**src/rtl/uart_harness.sv**
```systemverilog
// UART register-access harness: a host engine serialises register read/write
// bursts to a device engine holding a 16x16 register stub, sharing one baud divisor.

module uart_harness_tx (
  input  logic        clk,
  input  logic        rst_n,
  input  logic [15:0] div,
  input  logic        start,
  input  logic [7:0]  data,
  output logic        busy,
  output logic        done,
  output logic        tx
);
  logic [15:0] div_q;
  logic [15:0] clk_cnt;
  logic [3:0]  smp;
  logic [3:0]  bit_idx;
  logic [9:0]  shreg;
  logic        tick;

  assign tick = busy && (clk_cnt == div_q - 16'd1);
  assign tx   = shreg[0];

  // NOTE: state registers use non-blocking assignments so every flop samples
  // pre-edge values regardless of statement order.
  always_ff @(posedge clk or negedge rst_n) begin
    if (!rst_n) begin
      busy    <= 1'b0;
      done    <= 1'b0;
      div_q   <= 16'd1;
      clk_cnt <= '0;
      smp     <= '0;
      bit_idx <= '0;
      shreg   <= '1;
    end else begin
      done <= 1'b0;
      if (!busy) begin
        if (start) begin
          busy    <= 1'b1;
          div_q   <= div;
          clk_cnt <= '0;
          smp     <= '0;
          bit_idx <= '0;
          shreg   <= {1'b1, data, 1'b0};
        end
      end else if (tick) begin
        clk_cnt <= '0;
        smp     <= smp + 4'd1;
        if (smp == 4'd15) begin
          if (bit_idx == 4'd9) begin
            busy <= 1'b0;
            done <= 1'b1;
          end else begin
            bit_idx <= bit_idx + 4'd1;
            shreg   <= {1'b1, shreg[9:1]};
          end
        end
      end else begin
        clk_cnt <= clk_cnt + 16'd1;
      end
    end
  end
endmodule

module uart_harness_rx (
  input  logic        clk,
  input  logic        rst_n,
  input  logic [15:0] div,
  input  logic        rx,
  output logic        valid,
  output logic [7:0]  data
);
  typedef enum logic [1:0] {RX_IDLE, RX_START, RX_DATA, RX_STOP} rx_state_t;

  rx_state_t   state, state_d;
  logic [15:0] div_q;
  logic [15:0] clk_cnt;
  logic [3:0]  smp;
  logic [2:0]  bit_idx;
  logic        tick;
  logic        mid_start;
  logic        mid_bit;

  assign tick      = (state != RX_IDLE) && (clk_cnt == div_q - 16'd1);
  assign mid_start = tick && (smp == 4'd7);
  assign mid_bit   = tick && (smp == 4'd15);

  // NOTE: every always_comb output gets a default first so no path can
  // leave it unassigned and infer a latch.
  always_comb begin
    state_d = state;
    case (state)
      RX_IDLE:  if (!rx) state_d = RX_START;
      RX_START: if (mid_start) state_d = rx ? RX_IDLE : RX_DATA;
      RX_DATA:  if (mid_bit && bit_idx == 3'd7) state_d = RX_STOP;
      RX_STOP:  if (mid_bit) state_d = RX_IDLE;
      default:  state_d = RX_IDLE;
    endcase
  end

  // Both lines are driven by flops in this clock domain, so no synchroniser.
  always_ff @(posedge clk or negedge rst_n) begin
    if (!rst_n) begin
      state   <= RX_IDLE;
      div_q   <= 16'd1;
      clk_cnt <= '0;
      smp     <= '0;
      bit_idx <= '0;
      data    <= '0;
      valid   <= 1'b0;
    end else begin
      state <= state_d;
      valid <= 1'b0;
      if (state == RX_IDLE) begin
        div_q   <= div;
        clk_cnt <= '0;
        smp     <= '0;
        bit_idx <= '0;
      end else if (tick) begin
        clk_cnt <= '0;
        smp     <= (state == RX_START && mid_start) ? 4'd0 : smp + 4'd1;
        if (state == RX_DATA && mid_bit) begin
          data    <= {rx, data[7:1]};
          bit_idx <= bit_idx + 3'd1;
        end
        if (state == RX_STOP && mid_bit && rx) valid <= 1'b1;
      end else begin
        clk_cnt <= clk_cnt + 16'd1;
      end
    end
  end
endmodule

module uart_harness #(
  parameter logic [3:0]  BASEADDR     = 4'h2,
  parameter logic [15:0] DEFAULT_BAUD = 16'd68
) (
  input  logic        clk,
  input  logic        rst_n,
  input  logic [15:0] baud_config,
  input  logic        cmd_valid,
  output logic        cmd_ready,
  input  logic        cmd_write,
  input  logic [15:0] cmd_addr,
  input  logic [3:0]  cmd_len,
  input  logic        wbuf_we,
  input  logic [3:0]  wbuf_idx,
  input  logic [15:0] wbuf_data,
  input  logic [3:0]  rbuf_idx,
  output logic [15:0] rbuf_data,
  output logic        cmd_done,
  output logic        uart_line,
  output logic        uart_resp
);
  typedef enum logic [2:0] {H_IDLE, H_HDR, H_DATA, H_RECV, H_DONE} host_state_t;
  typedef enum logic [1:0] {D_IDLE, D_HDR, D_WDATA, D_RDATA} dev_state_t;

  logic [15:0] div_eff;
  assign div_eff = (baud_config == 16'd0) ? DEFAULT_BAUD : baud_config;

  logic [15:0] wbuf [16];
  logic [15:0] rbuf [16];
  logic [15:0] regs [16];

  // ---------------- host engine ----------------
  host_state_t h_state, h_state_d;
  logic        h_write;
  logic [15:0] h_addr;
  logic [3:0]  h_len;
  logic [5:0]  h_cnt;
  logic [5:0]  h_total;
  logic [7:0]  h_hi;
  logic        accept;
  logic        htx_start, htx_busy, htx_done;
  logic [7:0]  htx_data;
  logic        hrx_valid;
  logic [7:0]  hrx_data;
  logic        hrx_byte;
  logic [15:0] h_word;

  assign h_total   = {1'b0, h_len, 1'b0} + 6'd2;
  assign cmd_ready = (h_state == H_IDLE) || (h_state == H_DONE);
  assign cmd_done  = (h_state == H_DONE);
  assign accept    = cmd_valid && cmd_ready;
  assign hrx_byte  = (h_state == H_RECV) && hrx_valid;
  assign h_word    = wbuf[h_cnt[4:1]];
  assign rbuf_data = rbuf[rbuf_idx];

  always_comb begin
    h_state_d = h_state;
    htx_start = 1'b0;
    htx_data  = '0;
    case (h_state)
      H_IDLE, H_DONE: begin
        if (accept)                 h_state_d = H_HDR;
        else if (h_state == H_DONE) h_state_d = H_IDLE;
      end
      H_HDR: begin
        if (!htx_busy) begin
          if (h_cnt < 6'd3) begin
            htx_start = 1'b1;
            case (h_cnt[1:0])
              2'd0:    htx_data = {h_write, 3'b000, h_len};
              2'd1:    htx_data = h_addr[15:8];
              default: htx_data = h_addr[7:0];
            endcase
          end else begin
            h_state_d = h_write ? H_DATA : H_RECV;
          end
        end
      end
      H_DATA: begin
        if (!htx_busy) begin
          if (h_cnt < h_total) begin
            htx_start = 1'b1;
            htx_data  = h_cnt[0] ? h_word[7:0] : h_word[15:8];
          end else begin
            h_state_d = H_DONE;
          end
        end
      end
      H_RECV:  if (hrx_byte && h_cnt == h_total - 6'd1) h_state_d = H_DONE;
      default: h_state_d = H_IDLE;
    endcase
  end

  always_ff @(posedge clk or negedge rst_n) begin
    if (!rst_n) begin
      h_state <= H_IDLE;
      h_write <= 1'b0;
      h_addr  <= '0;
      h_len   <= '0;
      h_cnt   <= '0;
      h_hi    <= '0;
    end else begin
      h_state <= h_state_d;
      if (accept) begin
        h_write <= cmd_write;
        h_addr  <= cmd_addr;
        h_len   <= cmd_len;
      end
      if (h_state_d != h_state)       h_cnt <= '0;
      else if (htx_start || hrx_byte) h_cnt <= h_cnt + 6'd1;
      if (hrx_byte && !h_cnt[0])      h_hi  <= hrx_data;
    end
  end

  // NOTE: the buffers and register stub are reset with a loop because their
  // contents are architecturally visible as zero after reset.
  always_ff @(posedge clk or negedge rst_n) begin
    if (!rst_n) begin
      for (int i = 0; i < 16; i++) wbuf[i] <= '0;
    end else if (wbuf_we) begin
      wbuf[wbuf_idx] <= wbuf_data;
    end
  end

  always_ff @(posedge clk or negedge rst_n) begin
    if (!rst_n) begin
      for (int i = 0; i < 16; i++) rbuf[i] <= '0;
    end else if (hrx_byte && h_cnt[0]) begin
      rbuf[h_cnt[4:1]] <= {h_hi, hrx_data};
    end
  end

  uart_harness_tx u_host_tx (
    .clk   (clk),
    .rst_n (rst_n),
    .div   (div_eff),
    .start (htx_start),
    .data  (htx_data),
    .busy  (htx_busy),
    .done  (htx_done),
    .tx    (uart_line)
  );

  uart_harness_rx u_host_rx (
    .clk   (clk),
    .rst_n (rst_n),
    .div   (div_eff),
    .rx    (uart_resp),
    .valid (hrx_valid),
    .data  (hrx_data)
  );

  // ---------------- device engine ----------------
  dev_state_t  d_state, d_state_d;
  logic        d_write;
  logic [3:0]  d_len;
  logic [3:0]  d_region;
  logic [3:0]  d_base;
  logic [5:0]  d_cnt;
  logic [5:0]  d_total;
  logic [7:0]  d_hi;
  logic        d_match;
  logic [3:0]  d_off;
  logic [15:0] d_word;
  logic        drx_valid;
  logic [7:0]  drx_data;
  logic        dtx_start, dtx_busy, dtx_done;
  logic [7:0]  dtx_data;
  logic        reg_we;

  assign d_total = {1'b0, d_len, 1'b0} + 6'd2;
  assign d_match = (d_region == BASEADDR);
  assign d_off   = d_base + d_cnt[4:1];
  // Out-of-region reads return zeros so the host always gets its full burst.
  assign d_word  = d_match ? regs[d_off] : 16'h0000;
  assign reg_we  = (d_state == D_WDATA) && drx_valid && d_cnt[0] && d_match;

  always_comb begin
    d_state_d = d_state;
    dtx_start = 1'b0;
    dtx_data  = '0;
    case (d_state)
      D_IDLE:  if (drx_valid) d_state_d = D_HDR;
      D_HDR:   if (drx_valid && d_cnt == 6'd2) d_state_d = d_write ? D_WDATA : D_RDATA;
      D_WDATA: if (drx_valid && d_cnt == d_total - 6'd1) d_state_d = D_IDLE;
      D_RDATA: begin
        if (!dtx_busy) begin
          if (d_cnt < d_total) begin
            dtx_start = 1'b1;
            dtx_data  = d_cnt[0] ? d_word[7:0] : d_word[15:8];
          end else begin
            d_state_d = D_IDLE;
          end
        end
      end
      default: d_state_d = D_IDLE;
    endcase
  end

  always_ff @(posedge clk or negedge rst_n) begin
    if (!rst_n) begin
      d_state  <= D_IDLE;
      d_write  <= 1'b0;
      d_len    <= '0;
      d_region <= '0;
      d_base   <= '0;
      d_cnt    <= '0;
      d_hi     <= '0;
    end else begin
      d_state <= d_state_d;
      case (d_state)
        D_IDLE: if (drx_valid) begin
          d_write <= drx_data[7];
          d_len   <= drx_data[3:0];
          d_cnt   <= 6'd1;
        end
        D_HDR: if (drx_valid) begin
          // Offset bits [11:4] are not decoded by the 16-entry stub.
          if (d_cnt == 6'd1) d_region <= drx_data[7:4];
          else               d_base   <= drx_data[3:0];
          d_cnt <= (d_cnt == 6'd2) ? 6'd0 : d_cnt + 6'd1;
        end
        D_WDATA: if (drx_valid) begin
          if (!d_cnt[0]) d_hi <= drx_data;
          d_cnt <= d_cnt + 6'd1;
        end
        D_RDATA: if (dtx_start) d_cnt <= d_cnt + 6'd1;
        default: ;
      endcase
    end
  end

  always_ff @(posedge clk or negedge rst_n) begin
    if (!rst_n) begin
      for (int i = 0; i < 16; i++) regs[i] <= '0;
    end else if (reg_we) begin
      regs[d_off] <= {d_hi, drx_data};
    end
  end

  uart_harness_rx u_dev_rx (
    .clk   (clk),
    .rst_n (rst_n),
    .div   (div_eff),
    .rx    (uart_line),
    .valid (drx_valid),
    .data  (drx_data)
  );

  uart_harness_tx u_dev_tx (
    .clk   (clk),
    .rst_n (rst_n),
    .div   (div_eff),
    .start (dtx_start),
    .data  (dtx_data),
    .busy  (dtx_busy),
    .done  (dtx_done),
    .tx    (uart_resp)
  );

  logic unused_done;
  assign unused_done = htx_done ^ dtx_done;
endmodule

```
**config.mk**
```make
export PLATFORM = sky130hd
export DESIGN_NAME = uart_harness
export DESIGN_NICKNAME = d
export VERILOG_FILES = /design/src/rtl/uart_harness.sv
export SDC_FILE = /design/constraint.sdc
export NUM_CORES = 2
export LEC_CHECK = 0
export ABC_AREA = 1
export CAP_MARGIN = 5
export CORE_UTILIZATION = 63
export DETAILED_ROUTE_END_ITERATION = 8
export PLACE_DENSITY = 0.8
export SETUP_SLACK_MARGIN = 0.5
export SLEW_MARGIN = 20
export SYNTH_ARGS = -nofsm -noshare
export SYNTH_HDL_FRONTEND = slang
export SYNTH_SLANG_ARGS = --single-unit
```
**constraint.sdc**
```tcl
create_clock -name clk -period 3.1 [get_ports clk]
set_input_delay 0.62 -clock clk [delete_from_list [all_inputs] [get_ports clk]]
set_output_delay 0.62 -clock clk [all_outputs]
set_load 0.005 [all_outputs]
```
== Word-level counts from Yosys, hierarchy flattened ==
Cells that the tools add are included.
Widths: inputs -> output; s select.

* Flip-flop bits (word level): 1037
* Bits of input ports: 65

* $add $sub $neg: 23
* Magnitude comparators: 10
* Eq/ne operators: 56
* Multiplexer cells: 134
* Bitwise operators: 10
* Reduce and logical (&&, ||, !) cells: 68

{| class="wikitable"
|+ Operators by type and width
! operator !! number
|-
| $bwmux 256 || 3
|-
| $mux 16 || 21
|-
| $bmux 16 s4 || 3
|-
| $demux 16 s4 || 3
|-
| $mux 10 || 10
|-
| $mux 4 || 20
|-
| $add 16x1->16 const B || 4
|-
| $eq 16x16->1 || 4
|-
| $sub 16x1->16 const B || 4
|-
| $mux 8 || 6
|-
| $mux 6 || 7
|-
| $mux 3 || 13
|-
| $pmux 8 s2 || 2
|-
| $logic_and 1x1->1 || 31
|-
| $mux 2 || 15
|-
| $mux 1 || 25
|-
| $add 4x1->4 const B || 6
|-
| $eq 4x4->1 const B || 6
|-
| $ne 2x2->1 const B || 12
|-
| $pmux 2 s4 || 3
|-
| $pmux 6 s4 || 1
|-
| $ge 5x5->1 const B || 4
|-
| $ne 2x1->1 const B || 10
|-
| $not 4->5 || 4
|-
| other kinds (33) || 84
|}

== Depth between registers and ports, before layout ==
* Depth in word-level cells: 11
* Depth in mapped cells: 19

== Cells and area by module ==
Synthesis repeated with hierarchy kept, for this count alone.

* Cell total of the unflattened synthesis: 5832
* Area, all modules: 50114.3 um2

{| class="wikitable"
|+ By module, submodules not included
! module !! times used !! cells each !! area each (um2) !! sequential area each (um2)
|-
| uart_harness || 1 || 4152 || 37815.0 || 20895.0
|-
| uart_harness_tx || 2 || 450 || 3288.2 || 1288.7
|-
| uart_harness_rx || 2 || 390 || 2861.5 || 1252.5
|}

== Least setup slack after synthesis ==
Ideal clock, no wire load.

* Path kind: input-to-output
* Start: in rbuf_idx[0]
* End: out rbuf_data[10]
* Arrival: 1.959 ns
* Path slack: 0.521 ns
* Stages on the path: 6
* Buffers on the path: 3
* Cells stage by stage: clkbuf_1 > buf_1 > clkbuf_1 > a21oi_1 > o221ai_1 > nand2_1

* Word-level cells in the longest chain between the ends: 4

{| class="wikitable"
|+ RTL lines
! what !! RTL line !! RTL
|-
| start: declaration || 149 || <nowiki>input logic [3:0] rbuf_idx,</nowiki>
|-
| $not 4->5 (not written as such) || 187 || <nowiki>assign rbuf_data = rbuf[rbuf_idx];</nowiki>
|-
| $bmux 16 s4 || 187 ||
|-
| $mux 16 (not written as such) (2 in series) || 187 ||
|-
| end: declaration || 150 || <nowiki>output logic [15:0] rbuf_data,</nowiki>
|}

Every way passes these cells. The select of a mux whose other input is x is not followed.

== Final worst setup path ==
* Start: reg d_base[0]
* End: reg u_dev_tx.shreg[3]

* Word-level cells in the longest chain between the ends: 11

{| class="wikitable"
|+ RTL lines
! what !! RTL line !! RTL
|-
| start: declaration || 291 || <nowiki>logic [3:0] d_base;</nowiki>
|-
| start signal: assignment || 353 || <nowiki>else d_base <= drx_data[3:0];</nowiki>
|-
| $add 4x4->4 || 306 || <nowiki>assign d_off = d_base + d_cnt[4:1];</nowiki>
|-
| $not 4->5 (not written as such) || 308 || <nowiki>assign d_word = d_match ? regs[d_off] : 16'h0000;</nowiki>
|-
| $bmux 16 s4 || 308 ||
|-
| $mux 16 (not written as such) (2 in series) || 308 ||
|-
| $mux 16 || 308 ||
|-
| $mux 8 || 323 || <nowiki>dtx_data = d_cnt[0] ? d_word[7:0] : d_word[15:8];</nowiki>
|-
| $mux 8 || 321 || <nowiki>if (d_cnt < d_total) begin</nowiki>
|-
| $mux 8 || 315 || <nowiki>case (d_state)</nowiki>
|-
| $mux 10 || 38 || <nowiki>if (start) begin</nowiki>
|-
| $mux 10 || 37 || <nowiki>if (!busy) begin</nowiki>
|-
| end signal: assignment || 44 || <nowiki>shreg <= {1'b1, data, 1'b0};</nowiki>
|-
| end signal: assignment || 55 || <nowiki>shreg <= {1'b1, shreg[9:1]};</nowiki>
|-
| end: declaration || 18 || <nowiki>logic [9:0] shreg;</nowiki>
|}

Every way passes these cells. The select of a mux whose other input is x is not followed.
A chain may end at the register's enable or synchronous reset.

==> results.ini <==
[sta]
drv_slew=0
rsz0062_at_grt=yes
fin_skew_ns=0.0247
worst_pin_slew_ns=0.839
relSlewSlack=0.439
setup_viol=0
worst_slack_ns=0.236
min_period_over_period=0.924
timing.fmax_mhz=349
layout_min_cycle_time_ns=2.86
hold_viol=0

[pwr]
seqPwrFrac=0.495
cellPowerDensity_mw_per_mm2=537
irDropWorstVdd_v=0.000515
clkPwrFrac=0.431
comb_power_share=0.074
internal_power_uw=22700
switching_share=0.242
cellLeakagePower_uw=0.0255
finalPower_uw=30000
switchingPower_uw=7260

[critical_path]
critPathRequiredTime_ns=3.73
start_kind=flip-flop
path_cells=ha_2 -> fa_2 -> nor2_2 -> inv_4 -> bufbuf_16 -> o22ai_1 -> o21ai_0 -> nand4_1 -> o21ai_1 -> nand2_1 -> nand2_1 -> nand4_1 -> nand2_1
crit_fanout=14
cp_common_cell=nand2_1
slowest_stage=fa_2
crit_path_end_kind=flip-flop
critPathKind=flip-flop to flip-flop
cp_data_arrival_time_ns=3.49
cp_num_buf_inv=2
crit_family=adder cells
cp_slowest_stage_delay_ns=0.60

[drt]
drc=4
ant_nets=0
wl_per_cell_um=20.7
vias=42074
firstDrtPassIters=9
drt-initial-drc-count=5234
routed_wl_um=139000
vias_per_cell=6.26

[worst_hold_path]
hold_class=flip-flop to flip-flop

[die]
chipHeight_um=278
io_pins=85
die_area_mm2=0.0772
initial_core_util=0.640
die_w_um=278
rows=100
core_area_mm2=0.0748

[clock_network]
clk_pin_slew_ns=0.07
cts_made_buffers=104
clk_path_buf_depth=3
clockRootBuffer=clkbuf_16
cts_tree=done
cts_sinks=1035
clk_latency_ns=0.68
htreeDepth=3

[synth]
synth_seq_cells=1035
synthFlopType=dfrtp_1
yosysWarningCount=0
yosysSeqAreaShare=0.541
synth_common_cells=nand2_1 (1251), o21ai_0 (1023), dfrtp_1 (1013)
synth_cells=5549
synth.most_common_cell=nand2_1
syn_area_per_cell_um2=8.64
yosysTopAreaCell=dfrtp_1
synth_area_mm2=0.0479
synth_fp_nets=5656
ys_types=62
synthArstFlopShare=1.00
synth_edf_count=0
synth_top_area_frac=0.529
synth.area.top_cells=dfrtp_1 (53%), o21ai_0 (11%), nand2_1 (9.8%)

[layout]
stdcell_count=6716
fill_cells=5120
drive_gt1_frac=0.123
layout.nets=5768
final_area_mm2=0.0559
multi_input_area_mm2=0.0198
areaGrowthSynthToFinish_pct=16.6
regArea_mm2=0.0259
final_util=0.747

[run_status]
violations=design-rule violations
outcome=finished with violations

[grt]
antenna_found_initial=4
grt_pass1_vias=40368
grt_max_degree=117
grt_overflow=0
grt_usage=0.348
grt_pass1_wl_um=215000

[placed_design]
place_ws_ns=-0.188
place_area_mm2=0.0504
io_buffers=84
place_inst=6437
gp_congestion=0.922
dp_hpwl_um=79400

[run]
maxCapViolations=0

==> what timing repair did <==
item	in CTS	in global routing
cloned	15	10
pin swaps	38	70
hold buffers	1	0
setup endpoints to repair	237	351
setup buffers	31	30
resized for setup	126	224
hold endpoints to repair	32	0
==> registers in the layout, indices dropped and copies added, names as in the netlist, 6 cells and up, named ones only <==
register,cells
rbuf,256
h_cnt,6
u_host_rx.data,8
u_host_tx.clk_cnt,16
h_addr,16
wbuf,256
d_cnt,6
u_host_rx.div_q,16
u_host_rx.clk_cnt,16
regs,256
u_host_tx.shreg,9
u_dev_rx.div_q,16
u_dev_tx.shreg,9
u_dev_tx.clk_cnt,16
u_dev_rx.clk_cnt,16
u_dev_tx.div_q,16
u_dev_rx.data,8
d_hi,8
u_host_tx.div_q,16
h_hi,8
==> metal layers <==
metal / track usage / routed length, um / vias up
met2: 0.558 / 65000 / 2351
met3: 0.0500 / 12400 / 585
li1: - / - / 18844
met5: 0 / 0 / -
met4: 0.158 / 6920 / 0
met1: 0.473 / 54800 / 20294
==> layout make-up <==
cell class                      instances  area share
Timing Repair inverter                  3    0.000403
Tap cell                              969      0.0217
Timing Repair Buffer                  346      0.0683
Inverter                              400      0.0275
Multi-Input combinational cell       3771       0.355
Clock inverter                         37     0.00714
Clock buffer                          152      0.0556
Sequential cell                      1035       0.464
Antenna cell                            3    0.000134
==> cells in the final DEF, fill, tap and decap left out, types with 36 or more instances in the layout <==
cell type        synthesis  layout
xor2_1                  98      97
inv_1                  391     371
clkbuf_16                0     109
o22ai_1                261     256
clkdlybuf4s50_1          0      63
nand4_1                 64      64
nand2_1               1251    1216
buf_12                   0      46
buf_4                    4     174
mux2i_1                 64      62
dfrtp_1               1013    1009
o21ai_1                 58     112
nor2_2                  15      36
xnor2_1                 42      41
nand3_1                120     108
a21oi_1                204     202
nor2_1                 331     297
o21ai_0               1023     958
==> power by group through the flow <==
stage | Clock [uW] | Sequential [uW] | Combinational, uW
2_1_floorplan | 0 | 14900 | 1320
3_3_place_gp | 0 | 15000 | 2030
3_5_place_dp | 0 | 15100 | 2140
4_1_cts | 13000 | 14800 | 2170
5_1_grt | 13500 | 14900 | 2500
6_report | 12900 | 14900 | 2210
==> per-stage QoR <==
step                      TNS, ns  hold slack, ns
after CTS                       0           0.468
after global placement     -0.166           0.452
after detailed placement   -0.188           0.459
after global routing            0           0.484
after floorplan                 0           0.324
final                           0           0.470
==> final timing paths <==
| path | startpoint | end | slack, ns | cells after the start |
|---|---|---|---|---|
| hold reg to reg | u_dev_tx.shreg[8]$_DFFE_PN1P_ | u_dev_tx.shreg[8]$_DFFE_PN1P_ | 0.47 | 2 |
| setup reg to reg | d_base[0]$_DFFE_PN0P_ | u_dev_tx.shreg[3]$_DFFE_PN1P_ | 0.24 | 13 |
| setup / recovery | d_base[0]$_DFFE_PN0P_ | u_dev_tx.shreg[3]$_DFFE_PN1P_ | 0.24 | 13 |
| hold / removal | u_dev_tx.shreg[8]$_DFFE_PN1P_ | u_dev_tx.shreg[8]$_DFFE_PN1P_ | 0.47 | 2 |
| min in group asynchronous | rst_n | regs[48]$_DFFE_PN0P_ | 0.50 | 2 |
| max in group asynchronous | rst_n | u_dev_rx.clk_cnt[10]$_DFF_PN0_ | 1.57 | 4 |
==> cell families (layout without fill, tap and decap cells) <==
| kind of cell | after synthesis | count (layout) | synth area share |
|---|---|---|---|
| AOI/OAI and AO/OA | 1626 | 1626 | 0.182 |
| xor gates and xnor gates | 144 | 144 | 0.0271 |
| adders and majority gates | 42 | 42 | 0.0111 |
| buffers and inverters | 746 | 938 | 0.0606 |
| DFF | 1035 | 1035 | 0.541 |
| muxes | 76 | 76 | 0.0162 |
| other | 0 | 3 | 0 |
| and+or+nand+nor | 1880 | 1883 | 0.162 |
==> worst min-delay path, stage by stage, from the launching register on <==
cell and delay (ns):
dfstp_2 0.37, nand2_1 0.06, nand2_1 0.04
No activity file was read; power rests on OpenSTA's default activity.
